File: src/rtl/overture_io_host.sv
// Host-side I/O peripheral for the Overture CPU: input FIFO feeds in_port, output FIFO captures out_port.
// Define OVERTURE_IO_STALL_EN to stall the CPU on empty/full instead of flagging underflow/overflow.
module overture_io_host #(
    parameter int IN_DEPTH  = 8,
    parameter int OUT_DEPTH = 8
) (
    input  logic                         clk,
    input  logic                         reset,
    input  logic                         run_in,
    output logic                         cpu_run,
    input  logic [7:0]                   cpu_instr,
    input  logic [7:0]                   cpu_out_port,
    output logic [7:0]                   cpu_in_port,
    input  logic                         in_wr_valid,
    input  logic [7:0]                   in_wr_data,
    output logic                         in_wr_ready,
    output logic                         out_rd_valid,
    output logic [7:0]                   out_rd_data,
    input  logic                         out_rd_ready,
    output logic [$clog2(IN_DEPTH):0]    in_count,
    output logic [$clog2(OUT_DEPTH):0]   out_count,
    output logic                         underflow,
    output logic                         overflow
);
    localparam int IAW = $clog2(IN_DEPTH);
    localparam int OAW = $clog2(OUT_DEPTH);
    localparam logic [IAW:0]   IN_FULL  = (IAW+1)'(IN_DEPTH);
    localparam logic [IAW:0]   IN_ONE   = (IAW+1)'(1);
    localparam logic [OAW:0]   OUT_ONE  = (OAW+1)'(1);
    localparam logic [OAW+1:0] OUT_LIM  = (OAW+2)'(OUT_DEPTH);

    logic [7:0]     in_mem  [IN_DEPTH];
    logic [7:0]     out_mem [OUT_DEPTH];
    logic [IAW-1:0] in_wp, in_rp;
    logic [OAW-1:0] out_wp, out_rp;
    logic           cap_pend;

    logic           copy, rd_req, wr_req, rd_evt, wr_evt;
    logic           in_empty, in_push, in_pop;
    logic           out_full_eff, wr_accept, out_pop;
    logic [OAW+1:0] out_occ;

    assign copy   = cpu_instr[7:6] == 2'b11;
    assign rd_req = copy & (cpu_instr[5:3] == 3'd6);
    assign wr_req = copy & (cpu_instr[2:0] == 3'd6);

    assign in_empty     = in_count == '0;
    assign in_wr_ready  = in_count != IN_FULL;
    assign cpu_in_port  = in_empty ? 8'h00 : in_mem[in_rp];

    // A capture still in flight already owns a slot in the output FIFO.
    assign out_occ      = {1'b0, out_count} + (OAW+2)'(cap_pend);
    assign out_full_eff = out_occ >= OUT_LIM;
    assign out_rd_valid = out_count != '0;
    assign out_rd_data  = out_rd_valid ? out_mem[out_rp] : 8'h00;

`ifdef OVERTURE_IO_STALL_EN
    assign cpu_run = run_in & ~(rd_req & in_empty) & ~(wr_req & out_full_eff);
`else
    assign cpu_run = run_in;
`endif

    assign rd_evt    = rd_req & cpu_run;
    assign wr_evt    = wr_req & cpu_run;
    assign in_push   = in_wr_valid & in_wr_ready;
    assign in_pop    = rd_evt & ~in_empty;
    assign wr_accept = wr_evt & ~out_full_eff;
    assign out_pop   = out_rd_valid & out_rd_ready;

    always_ff @(posedge clk) begin
        if (in_push)
            in_mem[in_wp] <= in_wr_data;
        if (cap_pend)
            out_mem[out_wp] <= cpu_out_port;
    end

    // out_port only holds the written value after the executing edge, so capture lags by one cycle.
    always_ff @(posedge clk or negedge reset) begin
        if (!reset) begin
            in_wp     <= '0;
            in_rp     <= '0;
            in_count  <= '0;
            out_wp    <= '0;
            out_rp    <= '0;
            out_count <= '0;
            cap_pend  <= 1'b0;
        end else begin
            if (in_push)
                in_wp <= in_wp + 1'b1;
            if (in_pop)
                in_rp <= in_rp + 1'b1;
            case ({in_push, in_pop})
                2'b10:   in_count <= in_count + IN_ONE;
                2'b01:   in_count <= in_count - IN_ONE;
                default: in_count <= in_count;
            endcase

            cap_pend <= wr_accept;
            if (cap_pend)
                out_wp <= out_wp + 1'b1;
            if (out_pop)
                out_rp <= out_rp + 1'b1;
            case ({cap_pend, out_pop})
                2'b10:   out_count <= out_count + OUT_ONE;
                2'b01:   out_count <= out_count - OUT_ONE;
                default: out_count <= out_count;
            endcase
        end
    end

`ifdef OVERTURE_IO_STALL_EN
    assign underflow = 1'b0;
    assign overflow  = 1'b0;
`else
    always_ff @(posedge clk or negedge reset) begin
        if (!reset) begin
            underflow <= 1'b0;
            overflow  <= 1'b0;
        end else begin
            if (rd_evt & in_empty)
                underflow <= 1'b1;
            if (wr_evt & out_full_eff)
                overflow <= 1'b1;
        end
    end
`endif
endmodule

File: config.mk
export PLATFORM = sky130hd
export DESIGN_NAME = overture_io_host
export DESIGN_NICKNAME = d
export VERILOG_FILES = /design/src/rtl/overture_io_host.sv
export SDC_FILE = /design/constraint.sdc
export NUM_CORES = 1
export LEC_CHECK = 0
export BUFFER_PORTS_ARGS = -buffer_cell sky130_fd_sc_hd__buf_2
export CORE_AREA = 2 2 128 130
export CTS_BUF_LIST = sky130_fd_sc_hd__clkbuf_8
export CTS_CLUSTER_DIAMETER = 200
export DETAILED_ROUTE_END_ITERATION = 7
export DIE_AREA = 0 0 130 132
export GPL_TIMING_DRIVEN = 0
export PLACE_DENSITY = 0.63
export SLEW_MARGIN = 20
export SYNTH_ARGS = -nofsm -noshare
export SYNTH_HDL_FRONTEND = slang
export SYNTH_SLANG_ARGS = --single-unit
File: constraint.sdc
create_clock -name clk -period 3 [get_ports clk]
set_clock_uncertainty 0.1 [all_clocks]
set_input_delay 0.3 -clock clk [delete_from_list [all_inputs] [get_ports clk]]
set_output_delay 0.3 -clock clk [all_outputs]
set_load 0.01 [all_outputs]
# Word-level counts from Yosys, hierarchy flattened
# Memories as Yosys holds them, arrays and structs flattened.
# Index checks and enable logic that the tools add are counted.
word_totals:
  ff_bits: 23
  input_bits: 29
  n_memories: 2
  ram_bits: 128
mem_list:
  columns: ["memory", "words", "word_bits", "read_ports", "rd_clocked_by_memory_dff", "wr", "line", "text"]
  rows:
  - ["in_mem", 8, 8, 1, 0, 1, "32", "logic [7:0] in_mem [IN_DEPTH];"]
  - ["out_mem", 8, 8, 1, 0, 1, "33", "logic [7:0] out_mem [OUT_DEPTH];"]
classes:
  n_addsub: 9
  n_reduce_logical: 4
  bitwise_logic: 12
  muxes: 8
  n_lt_le_gt_ge: 1
  eq_ne: 8
op_table:
  columns: ["operator", "n"]
  rows:
  - ["$mux W8", 2]
  - ["$pmux W4 S2", 2]
  - ["$add A3 B1 Y3 const B", 4]
  - ["$and A1 B1 Y1", 10]
  - ["$add A4 B1 Y4 const B", 2]
  - ["$sub A4 B1 Y4 const B", 2]
  - ["$eq A2 B2 Y1 const B", 3]
  - ["$eq A3 B3 Y1 const B", 2]
  - ["$add A4 B1 Y5", 1]
  - ["$ge A5 B4 Y1 const B", 1]
  - ["$eq A2 B1 Y1 const B", 2]
  - ["$logic_not A4 Y1", 1]
  - ["$mux W1", 4]
  - ["$ne A4 B4 Y1 const B", 1]
  - ["$reduce_bool A2 Y1", 2]
  - ["$reduce_bool A4 Y1", 1]
  - ["$not A1 Y1", 2]

# Longest topological paths before layout
# Gate-level depths: netlist of run 1.
depth:
  depth_word: 6
  mapped_depth: 10

# Worst setup path after synthesis of run 1
# No wires, ideal clock.
synth_timing:
  kind: "register to register"
  from: "reg out_count[1]"
  to: "reg out_count[3]"
  period_less_slack_ns: 2.942
  stages_incl_launch_ff: 10
  arrival_time_ns: 2.708
  path_slack_ns: 0.058
  path_cell_list: "dfrtp_1 > or4_4 > buf_6 > nand2_1 > inv_1 > ha_1 > ha_1 > or4b_2 > o311ai_0 > o211ai_1"
synth_via:
  elab_chain_len: 4
synth_lines:
  columns: ["item", "line", "text"]
  rows:
  - ["start, declared", "21", "output logic [$clog2(OUT_DEPTH):0] out_count,"]
  - ["start signal, assigned", "104", "2'b10: out_count <= out_count + OUT_ONE;"]
  - ["start signal, assigned", "105", "2'b01: out_count <= out_count - OUT_ONE;"]
  - ["start signal, assigned", "106", "default: out_count <= out_count;"]
  - ["$reduce_bool A4 Y1 *", "54", "assign out_rd_valid = out_count != '0;"]
  - ["net out_rd_valid", "17", "output logic out_rd_valid,"]
  - ["$and A1 B1 Y1 *", "68", "assign out_pop = out_rd_valid & out_rd_ready;"]
  - ["$eq A2 B1 Y1 or $eq A2 B2 Y1 (tied branches)", "103", "case ({cap_pend, out_pop})"]
  - ["$pmux W4 S2 or $reduce_bool A2 Y1 (tied branches)", null, null]
# The timed path passes the listed nets; every way through them passes the cells marked *.
# A chain may end at the register's enable or synchronous reset.

# Final worst setup path of run 1
layout_timing:
  from: "reg in_count[1]"
  to: "reg in_count[3]"
layout_via:
  elab_chain_len: 5
layout_lines:
  columns: ["item", "line", "text"]
  rows:
  - ["start, declared", "20", "output logic [$clog2(IN_DEPTH):0] in_count,"]
  - ["start signal, assigned", "93", "2'b10: in_count <= in_count + IN_ONE;"]
  - ["start signal, assigned", "94", "2'b01: in_count <= in_count - IN_ONE;"]
  - ["start signal, assigned", "95", "default: in_count <= in_count;"]
  - ["$logic_not A4 Y1", "47", "assign in_empty = in_count == '0;"]
  - ["$not A1 Y1", "66", "assign in_pop = rd_evt & ~in_empty;"]
  - ["$and A1 B1 Y1", "66", null]
  - ["$eq A2 B1 Y1 or $eq A2 B2 Y1 (tied branches)", "92", "case ({in_push, in_pop})"]
  - ["$pmux W4 S2 or $reduce_bool A2 Y1 (tied branches)", null, null]
# Parallel ways exist; a longest one is shown, timed or not.

==> impl_metrics.tcl, run 1 <==
set metrics [dict create \
    syn-cell-area_mm2 0.00625 \
    track_usage 0.148 \
    max_freq_ghz 0.348 \
    synthTopCellsByArea "edfxtp_1 (62%), mux4_2 (12%), dfrtp_1 (9.2%)" \
    cts.sinks 151 \
    fin_ws_ns 0.128 \
    nNetsFinal 462 \
    synth_area_per_cell_um2 18.8 \
    fin_setup_tns_ns 0 \
    syn_nets 375 \
    area_growth_pct 18.6 \
    rrSetupSlack_ns 0.13 \
    ctsLongestPathBuffers 2 \
    p_leak_nw 2.63 \
    hold_path.class "input port to flop" \
    cts_tree "done" \
    r2r_cells 9 \
    cp_slowest_cell "or4b_2" \
    ys_async_sr_fraction 0.152 \
    die_h_um 132 \
    critPathArrivalTime_ns 3.13 \
    synth-seq-area-share 0.707 \
    yosys_warnings 0 \
    grt_pass1_wl_um 18900 \
    fin_cells 649 \
    grt_busiest_layer "met2" \
    routed_wl_um 12000 \
    drt_iter0_drc 175 \
    synth.top_cell.area_share 0.615 \
    yosysTopAreaCell "edfxtp_1" \
    slew_violations 0 \
    status "finished clean" \
    hpwlAfterDp_um 7760 \
    drive_gt1_frac 0.388 \
    critical-path-max-stage-delay_ns 0.66 \
    finalHoldViolations 0 \
    gp_congestion 0.754 \
    worstPathMaxFanout 8 \
    grt_pass1_vias 3499 \
    final_util 0.472 \
    io_buffers 57 \
    post-route-period-util 0.957 \
    ys_ff_latch 151 \
    diodes 0 \
    clk_latency_ns 0.44 \
    numPlacedInstances 608 \
    use_met3 0.0337 \
    nFillCells 1352 \
    endpoint_kind "flop" \
    final-setup-viol-count 0 \
    start_kind "flop" \
    synth_edf_count 128 \
    period_minus_slack_ns 2.87 \
    place_area_mm2 0.00685 \
    grt_setup_unrepaired "false" \
    worstSetupPathType "flop to flop" \
    die_w_um 130 \
    ys_types 44 \
    pre_cts_ws_ns -0.164 \
    cts_buffers 17 \
    p_per_area_mw_per_mm2 875 \
    root_buffer "clkbuf_8" \
    relSlewSlack 0.361 \
    coreArea_mm2 0.0157 \
    ios 58 \
    final_cell_area_mm2 0.00741 \
    peakVddDrop_v 0.000429 \
    grt_max_degree 24 \
    htreeDepth 4 \
    required_ns 3.26 \
    route.antenna.remaining_nets 0 \
    drt-wirelength-per-cell_um 18.5 \
    fp.dieArea_mm2 0.0172 \
    path_common_cell "clkbuf_1" \
    grt_antenna_before_repair 0 \
    min_delay_path_depth 1 \
    crit_chain "buf_6 -> or4b_1 -> clkbuf_1 -> nand2_4 -> ha_1 -> clkbuf_1 -> or4b_2 -> a21o_1 -> o221ai_1" \
    first_pass_iters 4 \
    syn_inst 333 \
    via_count 3370 \
    clkTransAtPathRegs_ns 0.09 \
    num_rows 46 \
    synthFlopType "edfxtp_1" \
    drv_cap 0 \
    tightest_slew_ns 0.954 \
    globalRouteMet2Util 0.266 \
    drc_errors 0 \
    use_met1 0.177 \
    overflow 0 \
    start_util 0.398 \
    viasPerCell 5.19 \
]
[sequential cells by signal, indices dropped and copies added, names as in the netlist]
name and flops:
in_count 4, cap_pend 1, out_rp 3, in_mem 64, out_count 4, out_mem 64
in_wp 3, underflow 1, in_rp 3, overflow 1, out_wp 3
[worst max-delay path, delay by kind of cell, from the launching register on]
family / cells / cell delay (ns)
flip-flops: 1 / 0.40
AND/OR/NAND/NOR: 3 / 1.30
buffers and inverters: 3 / 0.51
AO/OA/AOI/OAI: 2 / 0.23
adder cells (fa/ha/maj): 1 / 0.25
[layout make-up]
type,count,area [µm²],share of cell area
clock buffer,17,234,0.0316
tap,216,270,0.0365
multi-input combinational,156,1780,0.240
sequential,151,4430,0.597
buffer,16,106,0.0144
inverter,9,33.8,0.00456
clock inverter,15,170,0.0230
timing repair buffer,69,388,0.0523
[synth_stat cells, drive strengths merged (7+ instances only)]
cell	n
ha	12
nand2	8
nor3	7
dfrtp	23
a22o	16
nand3	7
edfxtp	128
xnor2	8
mux4	32
nor2	12
buf	12
inv	9
[stage by stage]
step | total power, W | hold slack (ns)
5_1_grt | 0.00685 | 0.0218
3_3_place_gp | 0.00479 | 0.211
6_report | 0.00648 | 0.0320
4_1_cts | 0.00648 | 0.000565
2_1_floorplan | 0.00420 | -0.0956
3_5_place_dp | 0.00489 | 0.222
[final timing paths]
check,start,end
worst min register to register,underflow,underflow
worst max-delay path,in_count[1],in_count[3]
max in group asynchronous,reset,out_count[0]
worst min-delay path,cpu_out_port[4],out_mem[5][4]
worst max register to register,in_count[1],in_count[3]
min in group asynchronous,reset,in_count[1]
[logic make-up (layout without fill, tap and decap cells)]
family,count (synthesis),after routing,synth area share
compound gates,30,30,0.0393
buf+inv,26,126,0.0218
flops,151,151,0.707
fa+ha+maj,13,13,0.0272
mux,41,41,0.131
simple gates,59,59,0.0551
xor+xnor,13,13,0.0182
[cells in the final DEF, fill, tap and decap left out, types with 3 or more instances in the layout]
| master | instances |
|---|---|
| buf_4 | 8 |
| buf_6 | 4 |
| nor2b_1 | 3 |
| buf_1 | 3 |
| mux2_2 | 6 |
| inv_6 | 3 |
| nand3_1 | 7 |
| nand2_1 | 7 |
| clkinv_4 | 6 |
| ha_4 | 3 |
| a22o_1 | 16 |
| ha_1 | 9 |
| nand2b_1 | 6 |
| buf_2 | 59 |
| dfrtp_1 | 18 |
| inv_1 | 9 |
| mux4_2 | 32 |
| nor3b_1 | 3 |
| xnor2_1 | 8 |
| clkbuf_8 | 17 |
| nor2_1 | 12 |
| mux2i_1 | 3 |
| a21oi_1 | 3 |
| dfrtp_2 | 5 |
| xor2_1 | 5 |
| dlygate4sd3_1 | 5 |
| edfxtp_1 | 128 |
| nor3_2 | 7 |
[report_power, final]
part | leakage [nW] | internal, W | total (W) | switching [W]
combinational | 0.993 | 0.00110 | 0.00219 | 0.00109
clock | 0.206 | 0.000761 | 0.00155 | 0.000789
sequential | 1.43 | 0.00255 | 0.00274 | 0.000199
[routing by layer]
layer  vias to the layer above  wire length (µm)
li1                       1516                 -
met1                      1760              5020
met4                         0               118
met5                         -                 0
met2                        79              6410
met3                        15               431
[timing repair]
item | CTS | global route
pin swaps | 0 | 1
resized for setup | 8 | 11
setup endpoints to repair | 17 | 5
buffers inserted | 0 | 5
hold endpoints to repair | 41 | 0
hold buffers | 5 | 0
No activity file was read; power rests on OpenSTA's default activity.
==> run 2, diff against run 1 <==
- PLACE_DENSITY: 0.63 -> 0.68
==> run 2 against run 1 <==
Critical path depth fell by 1. Non-clock buffer count grew 1. Clock power barely moved. Final cell count stayed put. Count of clock-buffer cells in the layout is the same. Hold slack improved by 0.0056 ns. First-iteration DRC count grew 27%. Register-to-register slack lost 0.02 ns. Core utilization about the same. Setup slack lost 0.025 ns. Global-route usage about the same. Critical path type unchanged. Largest power group unchanged.
==> impl_metrics.tcl, run 2 (same netlist as run 1, synthesis figures left out) <==
set metrics [dict create \
    status "finished clean" \
    drive_gt1_frac 0.365 \
    area_growth_pct 18.7 \
    min_from "in_wr_data[6]" \
    rrSetupSlack_ns 0.10 \
    clkTransAtPathRegs_ns 0.08 \
    holdWs_ns 0.0376 \
    nFillCells 1355 \
    required_ns 3.26 \
    coreArea_mm2 0.0157 \
    final_common_cell "edfxtp_1" \
    drc_errors 0 \
    grt_setup_unrepaired "true" \
    peakVddDrop_v 0.000703 \
    power_w 0.00644 \
    nNetsFinal 463 \
    postCtsSetupBuffers 0 \
    grt_max_degree 24 \
    die_w_um 130 \
    drv_cap 0 \
    diodes 0 \
    root_buffer "clkbuf_8" \
    pre_cts_ws_ns -0.0916 \
    fin_cells 649 \
    register_area_mm2 0.00442 \
    track_usage 0.148 \
    hpwlAfterDp_um 7780 \
    p_per_area_mw_per_mm2 868 \
    endpoint_kind "flop" \
    final-setup-viol-count 0 \
    gp_congestion 0.726 \
    tightest_slew_ns 0.917 \
    io_buffers 57 \
    fin_setup_tns_ns 0 \
    fin_ws_ns 0.103 \
    finalHoldViolations 0 \
    route.antenna.remaining_nets 0 \
    cts_buffers 17 \
    grt_pass1_wl_um 18600 \
    cts.sinks 151 \
    num_rows 46 \
    worstPathMaxFanout 8 \
    ctsLongestPathBuffers 2 \
    period_minus_slack_ns 2.90 \
    fp.dieArea_mm2 0.0172 \
    viasPerCell 5.05 \
    drt_iter0_drc 222 \
    via_count 3280 \
    setup.worst_path.start "in_count[0]" \
    p_leak_nw 2.64 \
    grt_antenna_before_repair 0 \
    multi_input_area_mm2 0.00177 \
    grt_pass1_vias 3454 \
    start_kind "flop" \
    drt-wirelength-per-cell_um 18.1 \
    critPathArrivalTime_ns 3.15 \
    ios 58 \
    cts_tree "done" \
    overflow 0 \
    max_freq_ghz 0.345 \
    r2r-start "in_count[0]" \
    largestRegisters "in_mem (64), out_mem (64)" \
    worstSetupPathType "flop to flop" \
    relSlewSlack 0.386 \
    htreeDepth 4 \
    slew_violations 0 \
    first_pass_iters 4 \
    routed_wl_um 11700 \
    final_cell_mix "edfxtp_1 (128), buf_2 (59), mux4_2 (32), dfrtp_1 (19), clkbuf_8 (17)" \
    die_h_um 132 \
    clk_latency_ns 0.44 \
    start_util 0.398 \
    hold_path.class "input port to flop" \
    numPlacedInstances 609 \
    post-route-period-util 0.966 \
]
==> run 2: changes by cell type in the layout (fill, tap and decap cells not counted), sizes merged <==
cell / previous run / this run
dlygate4sd3: 5 / 10
buf: 74 / 70
bufinv: 2 / 4
inv: 14 / 12
clkinv: 8 / 7
==> run 2: critical path, stage by stage (launching register included) <==
cell and delay (ns):
dfrtp_2 0.47, or4b_1 0.55, clkbuf_1 0.18, nand2_4 0.16, ha_1 0.25, clkbuf_1 0.20, or4b_2 0.65, a21o_1 0.17
o221ai_1 0.07
==> run 2: repair_timing <==
item	4_1_cts	5_1_grt
resized for setup	8	8
setup endpoints to repair	12	8
endpoints found under the hold margin	72	0
hold buffers	10	0
==> run 2: per-layer routing <==
layer	part of all wire	GRT usage
met1	0.42	0.178
met2	0.53	0.251
met3	0.040	0.0475
met4	0.012	0.0490
met5	0	0
==> run 2: area by class of cell <==
| cell class | count | area share |
|---|---|---|
| plain buffers | 16 | 0.0143 |
| clock buffers | 17 | 0.0316 |
| clock inverters | 14 | 0.0226 |
| inverters | 9 | 0.00456 |
| multi-input cells | 156 | 0.239 |
| flip-flops and latches | 151 | 0.597 |
| well taps | 216 | 0.0364 |
| repair buffers | 70 | 0.0550 |
==> run 2: worst paths after layout <==
path                                end  cells after the start
max                         in_count[3]                      8
min                        in_mem[3][6]                      1
max reg2reg                 in_count[3]                      8
min reg2reg                   underflow                      1
max in group asynchronous  out_count[1]                      2
min in group asynchronous      in_wp[0]                      2
==> run 2: power breakdown <==
part           switching (W)  internal (W)
Combinational        0.00104       0.00106
Sequential          0.000213       0.00255
Clock               0.000692      0.000880
Total                0.00195       0.00449
==> run 2: metrics by stage <==
stage          cell area (µm²)  utilization
5_1_grt                   7420        0.472
3_3_place_gp              6800        0.433
3_5_place_dp              6860        0.437
2_1_floorplan             6250            -
6_report                  7420        0.472
4_1_cts                   7390        0.470
==> run 3, diff against run 2 <==
- CORE_AREA: 2 2 128 130 -> 2 2 110 112
- DIE_AREA: 0 0 130 132 -> 0 0 112 114
- PLACE_DENSITY: 0.68 -> 0.86
==> run 3 against run 2 <==
Non-clock buffer count shrank 1. Setup slack gained 0.033 ns. Flip-flop and latch count is the same. First-iteration DRC count shrank 25%. Clock power grew 6%. Via count grew 1.3%. Die area shrank 26%. Global-route usage grew 5.1 points. Largest power group unchanged.
==> impl_metrics.tcl, run 3 (same netlist as run 1, synthesis figures left out) <==
set metrics [dict create \
    die_h_um 114 \
    grt_setup_unrepaired "false" \
    via_count 3324 \
    start_kind "flop" \
    hold_path.class "input port to flop" \
    drt-wirelength-per-cell_um 20.6 \
    route.antenna.remaining_nets 0 \
    holdWs_ns 0.0231 \
    grt_pass1_vias 3539 \
    drc_errors 0 \
    period_minus_slack_ns 2.86 \
    nFillCells 830 \
    grt_max_degree 24 \
    tightest_slew_ns 0.936 \
    crit_buf_inv 2 \
    drive_gt1_frac 0.383 \
    required_ns 3.22 \
    drv_cap 0 \
    cts.sinks 151 \
    min_delay_path_depth 1 \
    io_buffers 57 \
    cts_tree "done" \
    final_cell_mix "edfxtp_1 (128), buf_2 (60), mux4_2 (32), dfrtp_1 (19), clkbuf_8 (17)" \
    ios 58 \
    p_per_area_mw_per_mm2 894 \
    r2r-start "out_count[1]" \
    status "finished clean" \
    first_pass_iters 4 \
    place_area_mm2 0.00676 \
    fp.dieArea_mm2 0.0128 \
    cp_top_family "simple AND/OR/NAND/NOR gates" \
    max_freq_ghz 0.349 \
    fin_cells 580 \
    min_to "in_mem[4][1]" \
    crit_chain "or4_4 -> buf_6 -> nand2_2 -> inv_1 -> ha_4 -> ha_4 -> or4b_2 -> o311ai_0 -> o211ai_1" \
    clkTransAtPathRegs_ns 0.09 \
    finalHoldViolations 0 \
    viasPerCell 5.73 \
    path_common_cell "ha_4" \
    cts_buffers 17 \
    drt_iter0_drc 167 \
    grt_pass1_wl_um 18700 \
    slew_violations 0 \
    gp_congestion 0.789 \
    final_util 0.629 \
    start_util 0.533 \
    rr_endpoint "out_count[3]" \
    fin_ws_ns 0.136 \
    overflow 0 \
    root_buffer "clkbuf_8" \
    final_common_cell "edfxtp_1" \
    pre_cts_ws_ns -0.113 \
    routed_wl_um 12000 \
    largestRegisters "in_mem (64), out_mem (64)" \
    final-setup-viol-count 0 \
    post-route-period-util 0.955 \
    clk_latency_ns 0.44 \
    numPlacedInstances 538 \
    worstSetupPathType "flop to flop" \
    area_growth_pct 17.9 \
    htreeDepth 4 \
    diodes 0 \
    die_w_um 112 \
    rrSetupSlack_ns 0.14 \
    ctsLongestPathBuffers 2 \
    cp_slowest_cell "or4b_2" \
    track_usage 0.199 \
    peakVddDrop_v 0.000587 \
    p_leak_nw 2.65 \
    nNetsFinal 462 \
    critPathArrivalTime_ns 3.09 \
    min_from "in_wr_data[1]" \
    grt_antenna_before_repair 0 \
    endpoint_kind "flop" \
    coreArea_mm2 0.0117 \
    hpwlAfterDp_um 7640 \
    relSlewSlack 0.374 \
    final_cell_area_mm2 0.00737 \
    num_rows 40 \
    r2r_cells 9 \
    critical-path-max-stage-delay_ns 0.63 \
    worstPathMaxFanout 9 \
]
run 3: what timing repair did:
item                       in CTS  in global routing
setup buffers                   0                  5
setup endpoints to repair       9                  3
hold endpoints to repair       55                  0
resized for setup               7                 11
hold buffers                    7                  0
run 3: worst max-delay path by stage:
stage	startpoint	end	cells past startpoint
after global routing	out_rp[0]	out_rd_data[6]	5
final	out_count[1]	out_count[3]	9
after global placement	out_count[0]	out_count[3]	9
after CTS	in_count[0]	in_count[3]	7
after detailed placement	out_count[0]	out_count[3]	9
after floorplan	out_count[1]	out_count[3]	9
run 3: power breakdown:
group	internal [W]	switching, W
sequential	0.00254	0.000222
clock	0.000846	0.000810
combinational	0.00110	0.00107
total	0.00449	0.00210
run 3: layer usage:
layer  track usage  up-vias  share of wire
met3        0.0489       16          0.043
met4        0.0659        0          0.011
li1              -     1508              -
met1         0.240     1716           0.41
met2         0.355       84           0.54
met5             0        -              0
run 3: per-stage QoR:
stage	total power (W)	setup TNS, ns
2_1_floorplan	0.00420	0
5_1_grt	0.00692	0
4_1_cts	0.00655	0
3_3_place_gp	0.00474	-0.0162
6_report	0.00659	0
3_5_place_dp	0.00488	-0.161
run 3: layout make-up:
class / count / area (µm²) / share of cell area
tap: 147 / 184 / 0.0250
clock inverter: 15 / 193 / 0.0262
multi-input combinational: 156 / 1800 / 0.244
buffer: 15 / 100 / 0.0136
sequential: 151 / 4420 / 0.601
clock buffer: 17 / 234 / 0.0318
timing repair buffer: 70 / 400 / 0.0544
inverter: 9 / 33.8 / 0.00459
